**src/rtl/snax_csr_mux_translator.sv**
```systemverilog
// Round-robin mux of NumPorts Snitch accelerator request channels onto one CSR port.
// Read responses are routed back in order through an outstanding-read tracking FIFO.
module snax_csr_mux_translator #(
  parameter int unsigned NumPorts       = 2,
  parameter int unsigned DataWidth      = 32,
  parameter int unsigned AddrWidth      = 32,
  parameter int unsigned IdWidth        = 5,
  parameter int unsigned NumOutstanding = 4,
  parameter logic [31:0] CsrAddrOffset  = 32'h3c0,
  parameter int unsigned NumCsr         = 64
) (
  input  logic                            clk_i,
  input  logic                            rst_i,
  input  logic [NumPorts*32-1:0]          snax_req_data_op_i,
  input  logic [NumPorts*DataWidth-1:0]   snax_req_data_arga_i,
  input  logic [NumPorts*32-1:0]          snax_req_data_argb_i,
  input  logic [NumPorts*IdWidth-1:0]     snax_req_id_i,
  input  logic [NumPorts-1:0]             snax_qvalid_i,
  output logic [NumPorts-1:0]             snax_qready_o,
  output logic [NumPorts*DataWidth-1:0]   snax_rsp_data_o,
  output logic [NumPorts*IdWidth-1:0]     snax_rsp_id_o,
  output logic [NumPorts-1:0]             snax_rsp_error_o,
  output logic [NumPorts-1:0]             snax_pvalid_o,
  input  logic [NumPorts-1:0]             snax_pready_i,
  output logic [DataWidth-1:0]            snax_csr_req_bits_data_o,
  output logic [AddrWidth-1:0]            snax_csr_req_bits_addr_o,
  output logic                            snax_csr_req_bits_write_o,
  output logic                            snax_csr_req_valid_o,
  input  logic                            snax_csr_req_ready_i,
  input  logic [DataWidth-1:0]            snax_csr_rsp_bits_data_i,
  input  logic                            snax_csr_rsp_valid_i,
  output logic                            snax_csr_rsp_ready_o,
  output logic [$clog2(NumOutstanding):0] outstanding_o,
  output logic                            proto_err_o
);

  localparam int unsigned PortW = (NumPorts > 1) ? $clog2(NumPorts) : 1;
  localparam int unsigned PtrW  = $clog2(NumOutstanding);
  localparam int unsigned CntW  = PtrW + 1;

  typedef enum logic {ArbFree, ArbLocked} arb_state_e;

  arb_state_e       arb_q;
  logic [PortW-1:0] lock_port_q;
  logic [PortW-1:0] rr_q;
  logic [PortW-1:0] grant;
  logic [PortW-1:0] cand;
  logic             any_req;

  logic [PortW-1:0]   fifo_port_q [NumOutstanding];
  logic [IdWidth-1:0] fifo_id_q   [NumOutstanding];
  logic               fifo_err_q  [NumOutstanding];
  logic [PtrW-1:0]    wr_ptr_q, rd_ptr_q;
  logic [CntW-1:0]    count_q;
  logic               proto_err_q;
  logic               full, empty;

  logic [31:0]          op_g, argb_g, csr_idx;
  logic [DataWidth-1:0] arga_g;
  logic [IdWidth-1:0]   id_g;
  logic                 is_read, in_range, q_fire, push, pop;
  logic                 unused_op_bits;

  logic [PortW-1:0]     head_port;
  logic [IdWidth-1:0]   head_id;
  logic                 head_err;
  logic [DataWidth-1:0] rsp_data;

  assign full  = (count_q == CntW'(NumOutstanding));
  assign empty = (count_q == '0);

  // A request stalled on csr_req_ready keeps the grant so its CSR fields stay stable.
  always_comb begin
    grant   = lock_port_q;
    any_req = 1'b0;
    cand    = '0;
    if (arb_q == ArbLocked) begin
      any_req = snax_qvalid_i[lock_port_q];
    end else begin
      for (int unsigned i = 0; i < NumPorts; i++) begin
        if (32'(rr_q) + i >= NumPorts) cand = PortW'(32'(rr_q) + i - NumPorts);
        else                            cand = PortW'(32'(rr_q) + i);
        if (!any_req && snax_qvalid_i[cand]) begin
          any_req = 1'b1;
          grant   = cand;
        end
      end
    end
  end

  assign op_g    = snax_req_data_op_i[grant*32 +: 32];
  assign argb_g  = snax_req_data_argb_i[grant*32 +: 32];
  assign arga_g  = snax_req_data_arga_i[grant*DataWidth +: DataWidth];
  assign id_g    = snax_req_id_i[grant*IdWidth +: IdWidth];
  assign csr_idx = argb_g - CsrAddrOffset;

  // SYSTEM opcode with funct3[1] set covers exactly CSRRS/CSRRC/CSRRSI/CSRRCI.
  assign is_read        = (op_g[6:0] == 7'h73) && op_g[13];
  assign in_range       = (argb_g >= CsrAddrOffset) && (csr_idx < NumCsr);
  assign unused_op_bits = ^{op_g[31:14], op_g[12:7]};

  always_comb begin
    snax_csr_req_valid_o = 1'b0;
    q_fire               = 1'b0;
    snax_qready_o        = '0;
    if (!rst_i && any_req) begin
      if (in_range) begin
        snax_csr_req_valid_o = !is_read || !full;
        q_fire               = snax_csr_req_valid_o && snax_csr_req_ready_i;
      end else begin
        q_fire = !is_read || !full;
      end
      snax_qready_o[grant] = q_fire;
    end
  end

  assign push = q_fire && is_read;

  assign snax_csr_req_bits_data_o  = arga_g;
  assign snax_csr_req_bits_addr_o  = AddrWidth'(csr_idx);
  assign snax_csr_req_bits_write_o = !is_read;

  assign head_port = fifo_port_q[rd_ptr_q];
  assign head_id   = fifo_id_q[rd_ptr_q];
  assign head_err  = fifo_err_q[rd_ptr_q];
  assign rsp_data  = head_err ? '0 : snax_csr_rsp_bits_data_i;

  always_comb begin
    snax_pvalid_o        = '0;
    snax_csr_rsp_ready_o = 1'b0;
    pop                  = 1'b0;
    if (!rst_i) begin
      if (empty) begin
        snax_csr_rsp_ready_o = 1'b1;
      end else if (head_err) begin
        snax_pvalid_o[head_port] = 1'b1;
        pop                      = snax_pready_i[head_port];
      end else begin
        snax_pvalid_o[head_port] = snax_csr_rsp_valid_i;
        snax_csr_rsp_ready_o     = snax_pready_i[head_port];
        pop                      = snax_csr_rsp_valid_i && snax_pready_i[head_port];
      end
    end
  end

  assign snax_rsp_data_o  = {NumPorts{rsp_data}};
  assign snax_rsp_id_o    = {NumPorts{head_id}};
  assign snax_rsp_error_o = {NumPorts{head_err}};
  assign outstanding_o    = count_q;
  assign proto_err_o      = proto_err_q;

  always_ff @(posedge clk_i) begin
    if (rst_i) begin
      arb_q       <= ArbFree;
      lock_port_q <= '0;
      rr_q        <= '0;
      wr_ptr_q    <= '0;
      rd_ptr_q    <= '0;
      count_q     <= '0;
      proto_err_q <= 1'b0;
    end else begin
      arb_q       <= (snax_csr_req_valid_o && !snax_csr_req_ready_i) ? ArbLocked : ArbFree;
      lock_port_q <= grant;
      if (q_fire) rr_q <= (grant == PortW'(NumPorts - 1)) ? '0 : grant + 1'b1;
      if (push) wr_ptr_q <= wr_ptr_q + 1'b1;
      if (pop)  rd_ptr_q <= rd_ptr_q + 1'b1;
      if (push && !pop)      count_q <= count_q + 1'b1;
      else if (pop && !push) count_q <= count_q - 1'b1;
      if (empty && snax_csr_rsp_valid_i) proto_err_q <= 1'b1;
    end
  end

  always_ff @(posedge clk_i) begin
    if (!rst_i && push) begin
      fifo_port_q[wr_ptr_q] <= grant;
      fifo_id_q[wr_ptr_q]   <= id_g;
      fifo_err_q[wr_ptr_q]  <= !in_range;
    end
  end

endmodule

```
**config.mk**
```make
export PLATFORM = sky130hd
export DESIGN_NAME = snax_csr_mux_translator
export DESIGN_NICKNAME = d
export VERILOG_FILES = /design/src/rtl/snax_csr_mux_translator.sv
export SDC_FILE = /design/constraint.sdc
export NUM_CORES = 1
export LEC_CHECK = 0
export CELL_PAD_IN_SITES_DETAIL_PLACEMENT = 0
export CELL_PAD_IN_SITES_GLOBAL_PLACEMENT = 1
export CORE_AREA = 2 2 155 157
export DETAILED_ROUTE_END_ITERATION = 7
export DIE_AREA = 0 0 157 159
export PLACE_DENSITY = 0.86
export SLEW_MARGIN = 15
export SYNTH_ARGS = -nofsm -noshare
export SYNTH_HDL_FRONTEND = slang
export SYNTH_SLANG_ARGS = --single-unit
```
**constraint.sdc**
```tcl
create_clock -name clk_i -period 6.15 [get_ports clk_i]
set_input_delay 0.9225 -clock clk_i [delete_from_list [all_inputs] [get_ports clk_i]]
set_output_delay 0.9225 -clock clk_i [all_outputs]
set_load 0.01 [all_outputs]
```
## Word level (Yosys, flattened, before mapping)

Memory sizes are Yosys's and may differ from the RTL's. A register that Yosys moved wholly into a read port is not among the register bits.
Cells that the tools add are included.
Widths: inputs -> output; s select.

| storage, ports and cells | value |
|---|---|
| memories kept | 3 |
| output and inout bits | 151 |
| bits of input ports | 242 |
| memory bits (writable) | 28 |
| register bits after elaboration | 11 |
| logic and storage cells | 115 |

Memories:

| memory | words | bits a word | rd ports | clocked after memory_dff | wr ports | RTL line | RTL |
|---|---|---|---|---|---|---|---|
| fifo_id_q | 4 | 5 | 1 | 1 | 1 | 51 | `logic [IdWidth-1:0] fifo_id_q [NumOutstanding];` |
| fifo_err_q | 4 | 1 | 1 | 1 | 1 | 52 | `logic fifo_err_q [NumOutstanding];` |
| fifo_port_q | 4 | 1 | 1 | 1 | 1 | 50 | `logic [PortW-1:0] fifo_port_q [NumOutstanding];` |

| operators by class | value |
|---|---|
| shift-type cells | 4 |
| reduce and logical (&&, ||, !) cells | 25 |
| equality and inequality tests | 2 |
| bitwise logic cells | 2 |
| multiplexer cells | 51 |
| $add $sub $neg | 9 |
| multiply operators | 1 |
| magnitude comparators | 11 |

Operators with widths:

| cell | count |
|---|---|
| $shiftx 64x7->32 | 2 |
| $shiftx 64x7->14 | 1 |
| $mux 1 | 36 |
| $ge 32x10->1 const B | 1 |
| $lt 32x7->1 const B | 1 |
| $mux 32 | 1 |
| $sub 32x10->32 const B | 1 |
| $mux 2 | 10 |
| $logic_and 1x1->1 | 14 |
| $lt 1x2->1 const B | 5 |
| $shiftx 10x5->5 | 1 |
| $logic_not 1->1 | 8 |
| $eq 7x7->1 const B | 1 |
| $mux 3 | 2 |
| $add 2x1->2 const B | 2 |
| $and 2x2->2 | 2 |
| $mul 1x3->4 const B | 1 |
| $add 3x1->3 const B | 1 |
| $eq 3x3->1 const B | 1 |
| $logic_not 3->1 | 1 |
| $sub 3x1->3 const B | 1 |
| $add 1x1->2 const B | 1 |
| $demux 1 s1 | 2 |
| $ge 1x1->1 const B | 2 |
| other kinds (6) | 7 |

## Logic depth before layout (Yosys ltp)

Gate-level depths: netlist of run 1.

| depth | value |
|---|---|
| depth after elaboration | 25 |
| gate-level depth with buffers | 24 |
| depth with buffers taken out | 19 |

## Least setup slack after synthesis of run 1

Ideal clock, no wire load.

| timing path | value |
|---|---|
| path kind | input -> output |
| start point | input port snax_qvalid_i[0] |
| end point | output port snax_csr_req_valid_o |
| slack | 289 ps |
| cell stages on the path | 19 |
| data required time | 5227 ps |
| data arrival time | 4939 ps |
| cells stage by stage | nor2b_1 > o2bb2ai_1 > inv_1 > buf_1 > buf_1 > clkbuf_1 > clkbuf_1 > nand2_1 > nand2_1 > ha_1 > and3_1 > or3_1 > buf_2 > nand3_1 > a222oi_1 > o2111ai_2 > nor4_4 > nand3_1 > nor2_1 |

| between the ends | value |
|---|---|
| word-level cells in the longest chain between the ends | 15 |
| elaborated cells on any way between the ends | 28 |

Ends and longest elaborated chain:

| what | RTL line | RTL |
|---|---|---|
| start: declaration | 18 | `input logic [NumPorts-1:0] snax_qvalid_i,` |
| parallel branches: the longest is 14 deep, another holds $sub 32x10->32 | n/a |  |
| $mux 1 (*) | 106 | `if (!rst_i && any_req) begin` |
| end: declaration | 28 | `output logic snax_csr_req_valid_o,` |

Every way passes the cells marked *. The select of a mux whose other input is x is not followed.

## Worst setup path in the final report of run 1

Same ends and word-level chain as after synthesis.

==> results of run 1 <==
[stage by stage]
stage	worst slack [ns]	utilization (%)
after floorplan	0.289	-
after global placement	0.314	33.8
after detailed placement	0.249	33.8
after CTS	0.236	34.5
after global routing	0.00137	34.5
final	0.369	34.5
[cells in the mapped netlist (2+ instances only)]
cell type	number	area share, %
o41ai_1	2	0.41
nor3_1	17	2.0
nor3b_1	2	0.35
ha_1	6	1.7
mux4_2	7	3.7
or4_1	14	2.4
and3_1	3	0.44
buf_6	2	0.52
inv_1	8	0.70
buf_4	39	6.8
nor4_1	16	2.3
nand3b_1	4	0.70
and2_1	7	1.0
a31oi_1	2	0.29
nand4_1	5	0.73
clkbuf_1	21	1.8
a41oi_1	2	0.41
nand3_1	9	1.0
o21ai_0	7	0.81
nand2_1	145	13
mux2i_1	13	3.0
o31a_1	4	0.81
mux2_2	4	1.0
nor4_4	2	0.99
and4_1	2	0.41
buf_1	7	0.61
nand2b_1	8	1.2
dfxtp_1	13	6.0
nor2b_1	34	4.9
a311oi_1	2	0.41
edfxtp_1	28	20
or3_1	12	1.7
a21oi_1	12	1.4
xnor2_1	21	4.3
nor2_1	36	3.1
xor2_1	16	3.3
a31o_2	2	0.41
[what timing repair did]
item                                    4_1_cts  5_1_grt
endpoints found under the setup margin        0        1
buffers inserted                              0        0
resized for setup                             0        1
[worst paths after layout]
| path | cells after the start | from | slack (ns) | to |
|---|---|---|---|---|
| hold reg to reg | 2 | proto_err_o | 0.48 | proto_err_o |
| setup reg to reg | 20 | arb_q | 1.62 | outstanding_o[2] |
| setup / recovery | 16 | snax_qvalid_i[0] | 0.37 | snax_csr_req_valid_o |
| hold / removal | 2 | proto_err_o | 0.48 | proto_err_o |
[per-layer routing]
metal  GRT usage, %  wire, um  vias up  share of wire, %
li1               -         -     2503                 -
met1           14.4      6610     2230                39
met2           24.2      8800      221                52
met3           2.56      1350       14               7.9
met4           3.13       243        0               1.4
met5              0         0        -                 0
[final cells by class]
| type | count | area (um^2) | area share, % |
|---|---|---|---|
| multi-input combinational | 439 | 2780 | 34.7 |
| sequential | 41 | 1100 | 13.8 |
| clock inverter | 3 | 25.0 | 0.313 |
| timing repair buffer | 357 | 3540 | 44.3 |
| tap | 319 | 399 | 4.99 |
| clock buffer | 5 | 125 | 1.56 |
| inverter | 8 | 30.0 | 0.375 |
[state kept, by name (all words and copies together), names as in the netlist, named ones only]
| signal | cells |
|---|---|
| lock_port_q | 1 |
| proto_err_o | 1 |
| arb_q | 1 |
| wr_ptr_q | 2 |
| fifo_err_q | 4 |
| outstanding_o | 3 |
| rr_q | 1 |
| rd_ptr_q | 2 |
| fifo_id_q | 20 |
| fifo_port_q | 4 |
[critical path: stages]
cell	delay, ns
clkdlybuf4s50_1	0.48
nor2b_1	0.22
o2bb2ai_4	0.21
inv_2	0.08
nand2_1	0.07
nand2_1	0.07
ha_1	0.21
and3_1	0.21
or3_1	0.52
mux2_2	0.35
xnor2_1	0.13
a31oi_1	0.10
nor3_2	0.42
nand3_1	0.18
nor2_1	0.12
clkdlybuf4s50_1	0.56
[power by group through the flow]
stage          Clock (mW)  Combinational (mW)  Sequential, mW
2_1_floorplan           0               0.190           0.305
3_3_place_gp            0               0.492           0.306
3_5_place_dp            0               0.494           0.306
4_1_cts             0.266               0.497           0.300
5_1_grt             0.274               0.529           0.300
6_report            0.258               0.491           0.300
[cell families (layout without fill, tap and decap cells)]
group / after synthesis / count (layout)
flops: 41 / 41
buf+inv: 78 / 373
xor+xnor: 37 / 37
fa+ha+maj: 7 / 7
compound gates: 48 / 48
simple gates: 321 / 321
mux: 26 / 26
==> run metrics, run 1 <==
pin count of the biggest net entering global routing=46; Final ANT Viol Nets=0; NumNets Final=1101; Die H=159 um; post-route insts no fill=1172; combinational group share of total power=46.8%; Distinct cells, synth=61; simple-gate portion of the synthesized area=37.1%; mux cell area share after synthesis=8.59%; CORE AREA=23200 um^2; FP Rows=56; path type of the worst setup path=in2out; total internal power=737 uW; Worst setup EP type=output port; routability cong.=0.877; synth-to-layout area growth=85.6%; HP Class=reg2reg; Synth Area in XOR/XNOR=7.52%; Worst VDD drop=0.000114 V; Clock Skew=0.00483 ns; design area=8000 um^2; number of remaining DRC errors=0; Via Count=4968; Post-Synthesis Cells=558; clock buffers created by TritonCTS=5; IO buf count=344; Period minus WS final=5.78 ns; initial antenna violation count=0; most common cell after layout, fill and taps aside=clkdlybuf4s50_1; chip width=157 um; clk buf depth=2; clock latency on the worst-skew pair=0.28 ns; initial drt markers=159; yosys warns=0; crit-path max FO=9; DR pass1 iterations=4; Post-DP Area=7840 um^2; placed insts=1164; DPL Wire Length=14500 um; Initial Util=18.6%; diode count=0; Slew Viols, Final=0; Final Setup Violations=0; Vias/cell=4.24; most frequent cells in the layout=clkdlybuf4s50_1 (344), nand2_1 (145), nor2_1 (36); asr flop ratio synth=0%; WL/cell=14.5 um; post-synthesis adder-cell area fraction=2.21%; main combinational cell family by area after synthesis=simple AND/OR/NAND/NOR gates; Worst EP required=5.23 ns; total power=1.05 mW; Setup TNS Final=0 ns; Slew @ Worst Pin=0.609 ns; final WL=17000 um; switching power share of the total=29.7%; startpoint types=input port; Clock Power Share=24.6%; total grt overflow=0; die area=25000 um^2; Max-cap violations=0; fillers=2419; EDFF count, synth=28; CTS Hold Bufs=0; P_sw=311 uW; Net Count, Synth=807; share of layout cells above drive strength 1=5.51%; final hold vios=0; Synth Area in Compound Gates=8.48%; vias in the first global route=4739; clock root cell=clkbuf_16; clock slew seen by the registers of the worst setup and hold paths=0.06 ns; Fin Hold WS=0.475 ns; fin crit share=94.0%; status=finished, final reports clean; setup repair after global routing missed its margin=no; Ports=393; Synth Flop Type=edfxtp_1; number of synthesized register bits=41; static leakage=2.94 nW; clock sink total=41; maximum clock frequency=173 MHz; post-synthesis sequential area ratio=25.6%; first-pass GRT wire length=25500 um; GRT Total Usage=12.8%; worst rel slew slack=59.4%; Cell Pwr Density=131 nW/um^2; sequential power share=28.6%; netlist area before placement=4310 um^2; CTS tree=yes; CTS H-tree depth=2; critical path arrival=4.86 ns; Mapped Avg Cell Area=7.72 um^2
(Power assumes the default switching activity.)
==> run 2, diff against run 1 <==
--- a/config.mk
+++ b/config.mk
@@ -5,6 +5,7 @@
 export SDC_FILE = /design/constraint.sdc
 export NUM_CORES = 1
 export LEC_CHECK = 0
+export CAP_MARGIN = 5
 export CELL_PAD_IN_SITES_DETAIL_PLACEMENT = 0
 export CELL_PAD_IN_SITES_GLOBAL_PLACEMENT = 1
 export CORE_AREA = 2 2 155 157
==> results of run 2 <==
Same layout as run 1: the final DEF is identical, and so are final timing and power.
